$ cat config.mk
export PLATFORM = sky130hd
export DESIGN_NAME = bcd_display_ctrl
export DESIGN_NICKNAME = d
export VERILOG_FILES = /design/src/rtl/bcd_display_ctrl_pkg.sv /design/src/rtl/bcd_display_ctrl_seg7_encode.sv /design/src/rtl/bcd_display_ctrl.sv
export SDC_FILE = /design/constraint.sdc
export NUM_CORES = 1
export LEC_CHECK = 0
export ABC_AREA = 0
export CAP_MARGIN = 5
export CORE_UTILIZATION = 40
export DETAILED_ROUTE_END_ITERATION = 10
export PLACE_DENSITY = 0.71
export SETUP_SLACK_MARGIN = 0.5
export SKIP_LAST_GASP = 1
export SYNTH_ARGS = -nofsm -noshare
export SYNTH_HDL_FRONTEND = slang
export SYNTH_SLANG_ARGS = --single-unit
$ cat constraint.sdc
create_clock -name clk -period 1.6 [get_ports clk]
set_input_delay 0.16 -clock clk [delete_from_list [all_inputs] [get_ports clk]]
set_output_delay 0.16 -clock clk [all_outputs]
set_load 0.01 [all_outputs]
$ cat src/rtl/bcd_display_ctrl_pkg.sv
// ============================================================================
// Module  : bcd_display_ctrl_pkg
// Brief   : Shared types and constants for the BCD display controller.
// Revision: 1.0 - initial release
// ============================================================================
`default_nettype none

package bcd_display_ctrl_pkg;

  typedef logic [1:0] state_t;

  localparam state_t c_st_idle   = 2'd0;
  localparam state_t c_st_conv   = 2'd1;
  localparam state_t c_st_commit = 2'd2;

  localparam int c_num_digits       = 4;
  localparam int c_scan_div_default = 50000;

  // Active-low patterns, bit order {g,f,e,d,c,b,a}
  localparam logic [6:0] c_seg_0     = 7'b1000000;
  localparam logic [6:0] c_seg_1     = 7'b1111001;
  localparam logic [6:0] c_seg_2     = 7'b0100100;
  localparam logic [6:0] c_seg_3     = 7'b0110000;
  localparam logic [6:0] c_seg_4     = 7'b0011001;
  localparam logic [6:0] c_seg_5     = 7'b0010010;
  localparam logic [6:0] c_seg_6     = 7'b0000010;
  localparam logic [6:0] c_seg_7     = 7'b1111000;
  localparam logic [6:0] c_seg_8     = 7'b0000000;
  localparam logic [6:0] c_seg_9     = 7'b0010000;
  localparam logic [6:0] c_seg_blank = 7'b1111111;

endpackage

`default_nettype wire

$ cat src/rtl/bcd_display_ctrl_seg7_encode.sv
// ============================================================================
// Module  : seg7_encode
// Brief   : Combinational BCD digit to active-low 7-segment pattern.
// Revision: 1.0 - initial release
// ============================================================================
`default_nettype none

module seg7_encode
  import bcd_display_ctrl_pkg::*;
(
  input  logic [3:0] digit,
  input  logic       blank,
  output logic [6:0] seg
);

  always_comb begin
    seg = c_seg_blank;
    if (!blank) begin
      case (digit)
        4'd0:    seg = c_seg_0;
        4'd1:    seg = c_seg_1;
        4'd2:    seg = c_seg_2;
        4'd3:    seg = c_seg_3;
        4'd4:    seg = c_seg_4;
        4'd5:    seg = c_seg_5;
        4'd6:    seg = c_seg_6;
        4'd7:    seg = c_seg_7;
        4'd8:    seg = c_seg_8;
        4'd9:    seg = c_seg_9;
        default: seg = c_seg_blank;
      endcase
    end
  end

endmodule

`default_nettype wire

$ cat src/rtl/bcd_display_ctrl.sv
// ============================================================================
// Module  : bcd_display_ctrl
// Brief   : 8-bit binary to BCD converter with multiplexed 4-digit display.
// Revision: 1.0 - initial release
// ============================================================================
`default_nettype none

module bcd_display_ctrl
  import bcd_display_ctrl_pkg::*;
#(
  parameter int SCAN_DIV = c_scan_div_default,
  parameter bit BLANK_LZ = 1'b1
) (
  input  logic        clk,
  input  logic        rst,
  input  logic [7:0]  data,
  input  logic        load,
  output logic        busy,
  output logic        done,
  output logic [15:0] bcd,
  output logic [3:0]  an,
  output logic [6:0]  seg
);

  localparam int c_pre_w = (SCAN_DIV > 1) ? $clog2(SCAN_DIV) : 1;
  localparam int c_idx_w = $clog2(c_num_digits);
  localparam logic [c_pre_w-1:0] c_pre_last = c_pre_w'(SCAN_DIV - 1);

  state_t               r_state;
  logic [2:0]           r_iter;
  logic [7:0]           r_sr;
  logic [11:0]          r_scr;
  logic [11:0]          r_bcd;
  logic                 r_done;
  logic [c_pre_w-1:0]   r_pre;
  logic [c_idx_w-1:0]   r_idx;

  logic [11:0]          w_adj;
  logic [19:0]          w_shift;
  logic [15:0]          w_digits;
  logic [3:0]           w_digit;
  logic [3:0]           w_lz;
  logic                 w_blank;

  generate
    for (genvar gi = 0; gi < 3; gi++) begin : g_dabble
      assign w_adj[4*gi +: 4] = (r_scr[4*gi +: 4] >= 4'd5) ? r_scr[4*gi +: 4] + 4'd3
                                                            : r_scr[4*gi +: 4];
    end
  endgenerate

  assign w_shift = {w_adj, r_sr} << 1;

  always_ff @(posedge clk or posedge rst) begin
    if (rst) begin
      r_state <= c_st_idle;
      r_iter  <= '0;
      r_sr    <= '0;
      r_scr   <= '0;
      r_bcd   <= '0;
      r_done  <= 1'b0;
    end else begin
      r_done <= 1'b0;
      case (r_state)
        c_st_idle: begin
          if (load) begin
            r_state <= c_st_conv;
            r_sr    <= data;
            r_scr   <= '0;
            r_iter  <= '0;
          end
        end
        c_st_conv: begin
          r_scr  <= w_shift[19:8];
          r_sr   <= w_shift[7:0];
          r_iter <= r_iter + 3'd1;
          if (r_iter == 3'd7) r_state <= c_st_commit;
        end
        c_st_commit: begin
          r_bcd   <= r_scr;
          r_done  <= 1'b1;
          r_state <= c_st_idle;
        end
        default: r_state <= c_st_idle;
      endcase
    end
  end

  // Free-running scan, deliberately decoupled from the converter
  always_ff @(posedge clk or posedge rst) begin
    if (rst) begin
      r_pre <= '0;
      r_idx <= '0;
    end else if (r_pre == c_pre_last) begin
      r_pre <= '0;
      r_idx <= r_idx + 1'b1;
    end else begin
      r_pre <= r_pre + 1'b1;
    end
  end

  assign w_digits = {4'h0, r_bcd};
  assign w_digit  = w_digits[{r_idx, 2'b00} +: 4];

  // w_lz[i]: digit i and everything above it are zero; ones is never blanked
  assign w_lz[3] = (w_digits[15:12] == 4'd0);
  assign w_lz[2] = w_lz[3] & (w_digits[11:8] == 4'd0);
  assign w_lz[1] = w_lz[2] & (w_digits[7:4] == 4'd0);
  assign w_lz[0] = 1'b0;

  assign w_blank = BLANK_LZ & w_lz[r_idx];
  assign an      = w_blank ? 4'b1111 : ~(4'b0001 << r_idx);

  seg7_encode u_seg7 (
    .digit (w_digit),
    .blank (w_blank),
    .seg   (seg)
  );

  assign busy = (r_state != c_st_idle);
  assign done = r_done;
  assign bcd  = {4'h0, r_bcd};

endmodule

`default_nettype wire

# [After elaboration in Yosys (flattened, before gate mapping)]
# Memories as Yosys holds them, arrays and structs flattened.
# Index checks and enable logic that the tools add are counted.
[op_classes] n_bitwise=2 shift=2 n_mux=18 reduce_logical=7 n_lt_le_gt_ge=4 eq_ne=6 add_sub_neg=6
[op_table] cell="12-bit case mux with 2 select lines" n=1
[op_table] cell="16-bit by 1-bit adder with 16-bit output, second input constant" n=1
[op_table] cell="16-bit == test, second input constant" n=1
[op_table] cell="16-bit 2-to-1 mux" n=1
[op_table] cell="8-bit case mux with 2 select lines" n=1
[op_table] cell="16-bit by 5-bit variable part select with 4-bit output" n=1
[op_table] cell="4-bit by 3-bit >= comparator with 1-bit output, second input constant" n=3
[op_table] cell="12-bit 2-to-1 mux" n=1
[op_table] cell="4-bit 2-to-1 mux" n=3
[op_table] cell="4-bit by 2-bit adder with 4-bit output, second input constant" n=2
[op_table] cell="4-bit logical NOT" n=2
[op_table] cell="8-bit 2-to-1 mux" n=1
[op_table] cell="7-bit 2-to-1 mux" n=1
[op_table] cell="3-bit 2-to-1 mux" n=2
[op_table] cell="3-bit case mux with 2 select lines" n=1
[op_table] cell="2-bit 2-to-1 mux" n=2
[op_table] cell="2-bit inequality test, second input constant" n=2
[op_table] cell="4-bit NOT" n=1
[op_table] cell="2-bit case mux with 2 select lines" n=1
[op_table] cell="2-bit AND reduction" n=2
[op_table] cell="2-bit nonzero test" n=2
[op_table] cell="1-bit by 2-bit left shift with 4-bit output, first input constant" n=1
[op_table] cell="3-bit by 1-bit adder with 3-bit output, second input constant" n=1
[op_table] cell="3-bit by 2-bit adder with 3-bit output, second input constant" n=1
[op_table] cell="other kinds (9)" n=10
[word_totals] mem_count=1 rom_bits=112 ff_bits=56 in_bits=11 out_inout_bits=29
[mem_list] memory="(no name shown)" depth=16 word_bits=7 read_ports=1 rd_clocked_by_memory_dff=0 write_ports=0 line="bcd_display_ctrl_seg7_encode.sv:19" rtl="case (digit)"

# [Logic depth before layout (Yosys ltp)]
[depth] word_depth=5 depth_mapped=8 ltp_nobuf=7

# [Hierarchy]
# Synthesis repeated with hierarchy kept, for this count alone.
[unflattened] cells_unflattened=312 hier_area_um2=3061.7
[modules_own_cells] mod="bcd_display_ctrl" area_each_um2=2808.9 cells_each=277 instances=1
[modules_own_cells] mod="seg7_encode" area_each_um2=252.7 cells_each=35 instances=1

# [Worst setup path after synthesis]
# OpenSTA, ideal clock, no wires.
[synth_path] path_kind="register -> output" start="register r_idx[0]" end="output port seg[3]" path_stages_with_launch=9 slack_ns=-0.271 path_buffers=1 arrival_time_ns=1.711 path_cell_list="dfrtp_1 -> buf_4 -> nor2b_4 -> o2bb2ai_1 -> inv_1 -> ha_1 -> inv_1 -> mux2i_1 -> o211ai_1"
[synth_via] elab_chain_cells=3
[synth_lines] item="start, declared" line="bcd_display_ctrl.sv:36" rtl="logic [c_idx_w-1:0] r_idx;"
[synth_lines] item="start signal, assigned" line="bcd_display_ctrl.sv:96" rtl="r_idx <= r_idx + 1'b1;"
[synth_lines] item="16-bit by 5-bit variable part select with 4-bit output or 1-bit binary-select mux with 2-bit select (tied branches)" line="bcd_display_ctrl.sv:103, bcd_display_ctrl.sv:111"
[synth_lines] item="memory read 16 x 7 bit or 1-bit 2-to-1 mux (tied branches)"
[synth_lines] item="7-bit 2-to-1 mux *" line="bcd_display_ctrl_seg7_encode.sv:18" rtl="if (!blank) begin"
[synth_lines] item="end, declared" line="bcd_display_ctrl.sv:22" rtl="output logic [6:0] seg"
# Mark *: on every way between the ends. The rest lies on a longest branch, timed or not. The select of a mux whose other input is x is not followed.

# [Worst setup path in the final report]
[layout_path] start="register r_idx[1]" end="output port seg[3]"
# Same word-level chain as after synthesis.

==> results.ini <==
[run_status]
outcome = finished, violations left
failed_checks = negative setup slack

[floorplanning]
dieArea_sq_um = 7990
core_sq_um = 7330
io_pins = 40
die_w_um = 89.4
dieHeight_um = 89.4
rows = 31
initial_utilization_pct = 41.7

[clock_network]
cts_root_buf = clkbuf_8
clock_path_buffers = 2
tritoncts = built
ctsHtreeMaxLevel = 2
cts_buffers = 5
clk_latency_ns = 0.33
numClockSinks = 56
clk_pin_slew_ns = 0.11

[hold_path]
hold_class = in -> async

[power]
power.density_nw_per_um2 = 1490
leakage_nw = 2.45
vdd_drop_max_uv = 1030
power_w = 0.00790

[finish]
final_cell_mix = 56 x buf_6, 45 x dfrtp_1, 45 x buf_4, 15 x nand2_1, 14 x mux2_4
n_antenna_cell = 0
syn2layout_area_growth_pct = 73.4
final_core_util_pct = 72.2
drive_above_1_share_pct = 62.4
mostFrequentLayoutCell = buf_6
final_nets = 453

[timing]
fin_hold_ws_ns = 0.157
setup_viol = 11
setup_ws_ns = -0.528
skew_ns = 0.0161
rsz0062_at_grt = true
fmax_mhz = 470
hold_viol = 0
min_period_ns = 2.13
maxSlewViolCount = 0
setup_tns_ns = -4.95
post-route-period-util_pct = 133

[critical_path]
cp-end-kind = output pin
required_ns = 1.44
cp-start-kind = register
critPathArrivalTime_ns = 1.97
path_max_fanout = 6
ff2ff_path_depth = 3
worstSetupPathType = reg -> out

[synth]
yosys_warnings = 0
async_reset_ff_share_pct = 100
synth_seq_area_share_pct = 45.9
syn_avg_cell_area_sq_um = 10.5
yosys.cell_types.count = 42
synth_seq_cells = 56
synth_area_sq_um = 3050
synthCells = 291
synth_flop_cell = dfrtp_1
synth_edf_count = 0

[global_route]
antenna_found_initial = 0
grt_max_degree = 35
gr-total-overflow = 0
grt.total_usage_pct = 22.2
grt_pass1_vias = 2685
grt_pass1_wl_um = 13300

[routing]
drt_wl_total_um = 8790
vias_per_cell = 5.13
drtIter0Drc = 96
first_pass_iters = 4
num_vias = 2689
drc = 0
drt-wirelength-per-cell_um = 16.8
final_antenna_net_count = 0

[placement]
dp_hpwl_um = 4650
numPortBuffers = 35
gp_congestion = 0.797

[job]
drv_cap = 0

## worst max-delay path, cell delays in order, from the launching register on
cell and delay, ns:
dfrtp_2 0.44, mux2i_1 0.26, a2bb2oi_2 0.17, buf_6 0.15, inv_4 0.04, buf_6 0.11, o21ai_4 0.20, o211ai_1 0.14
buf_2 0.16
## timing repair
| action | 4_1_cts | 5_1_grt |
|---|---|---|
| setup endpoints to repair | 78 | 80 |
| pin swaps | 44 | 34 |
| gates resized for setup | 198 | 67 |
| setup buffers | 49 | 13 |
| gates cloned | 5 | 1 |
| hold buffers | 0 | 0 |
## path summary, 6_finish.rpt
check,startpoint,endpoint,slack [ns]
worst min register to register,r_sr[4],r_sr[4],0.51
worst min-delay path,rst,r_sr[0],0.16
min in group clk,r_sr[4],r_sr[4],0.51
max in group asynchronous,rst,r_bcd[4],0.93
worst max-delay path,r_idx[1],seg[3],-0.53
worst max register to register,r_pre[7],r_idx[1],0.12
## cell usage after synthesis (all sizes together) (4+ instances only)
cell / count / area [sq um]
nand3: 10 / 55.1
buf: 11 / 76.3
mux2: 15 / 169
nor2: 11 / 41.3
clkbuf: 4 / 15.0
nor3b: 7 / 52.6
a21oi: 12 / 60.1
inv: 18 / 67.6
nor3: 9 / 45.0
o211ai: 5 / 37.5
xnor2: 12 / 105
ha: 18 / 225
a22o: 4 / 35.0
o21ai: 22 / 121
nor4: 4 / 25.0
xor2: 8 / 70.1
nor2b: 4 / 32.5
mux2i: 10 / 100
dfrtp: 56 / 1400
nand2: 28 / 105
nand2b: 4 / 25.0
## cell families after synthesis
family | Yosys count | share of synthesized area, %
AND/OR/NAND/NOR | 86 | 14.5
AO/OA/AOI/OAI | 52 | 12.3
other | 1 | 0.123
adder cells (fa/ha/maj) | 18 | 7.37
XOR/XNOR | 20 | 5.74
multiplexers | 25 | 8.81
flip-flops | 56 | 45.9
buffers and inverters | 33 | 5.20
## state kept, by name, indices dropped and copies added (netlist names)
| register | flops |
|---|---|
| r_pre | 16 |
| r_iter | 3 |
| r_bcd | 12 |
| done | 1 |
| r_state | 2 |
| r_sr | 8 |
| r_idx | 2 |
| r_scr | 12 |
## metrics by stage
step / cells / worst slack [ns] / cell area, sq um
4_1_cts: 510 / -0.520 / 4940
3_5_place_dp: 448 / -0.673 / 4040
6_report: 524 / -0.528 / 5300
5_1_grt: 524 / -0.629 / 5300
2_1_floorplan: 294 / -0.170 / 3380
3_3_place_gp: 448 / -0.598 / 4040
## layout make-up
type | count | area [sq um]
Clock inverter | 3 | 25.0
Fill cell | 454 | 2030
Clock buffer | 5 | 68.8
Multi-Input combinational cell | 206 | 2170
Timing Repair Buffer | 137 | 1420
Inverter | 18 | 73.8
Tap cell | 99 | 124
Sequential cell | 56 | 1420
## layer usage
metal  share of wire (%)  vias to the layer above  global-route usage (%)  routed length, um
li1                    -                     1271                       -                  -
met1                  42                     1347                    27.7               3700
met2                  53                       58                    39.9               4700
met3                 3.1                       13                    3.79                271
met4                 1.3                        0                    5.63                116
met5                   0                        -                       0                  0
## report_power, final
part | internal (W) | total [W] | switching [W]
combinational | 0.00277 | 0.00482 | 0.00205
clock | 0.000321 | 0.000829 | 0.000508
sequential | 0.00179 | 0.00225 | 0.000462
total | 0.00488 | 0.00790 | 0.00302
Power figures use the tool's default switching activity.
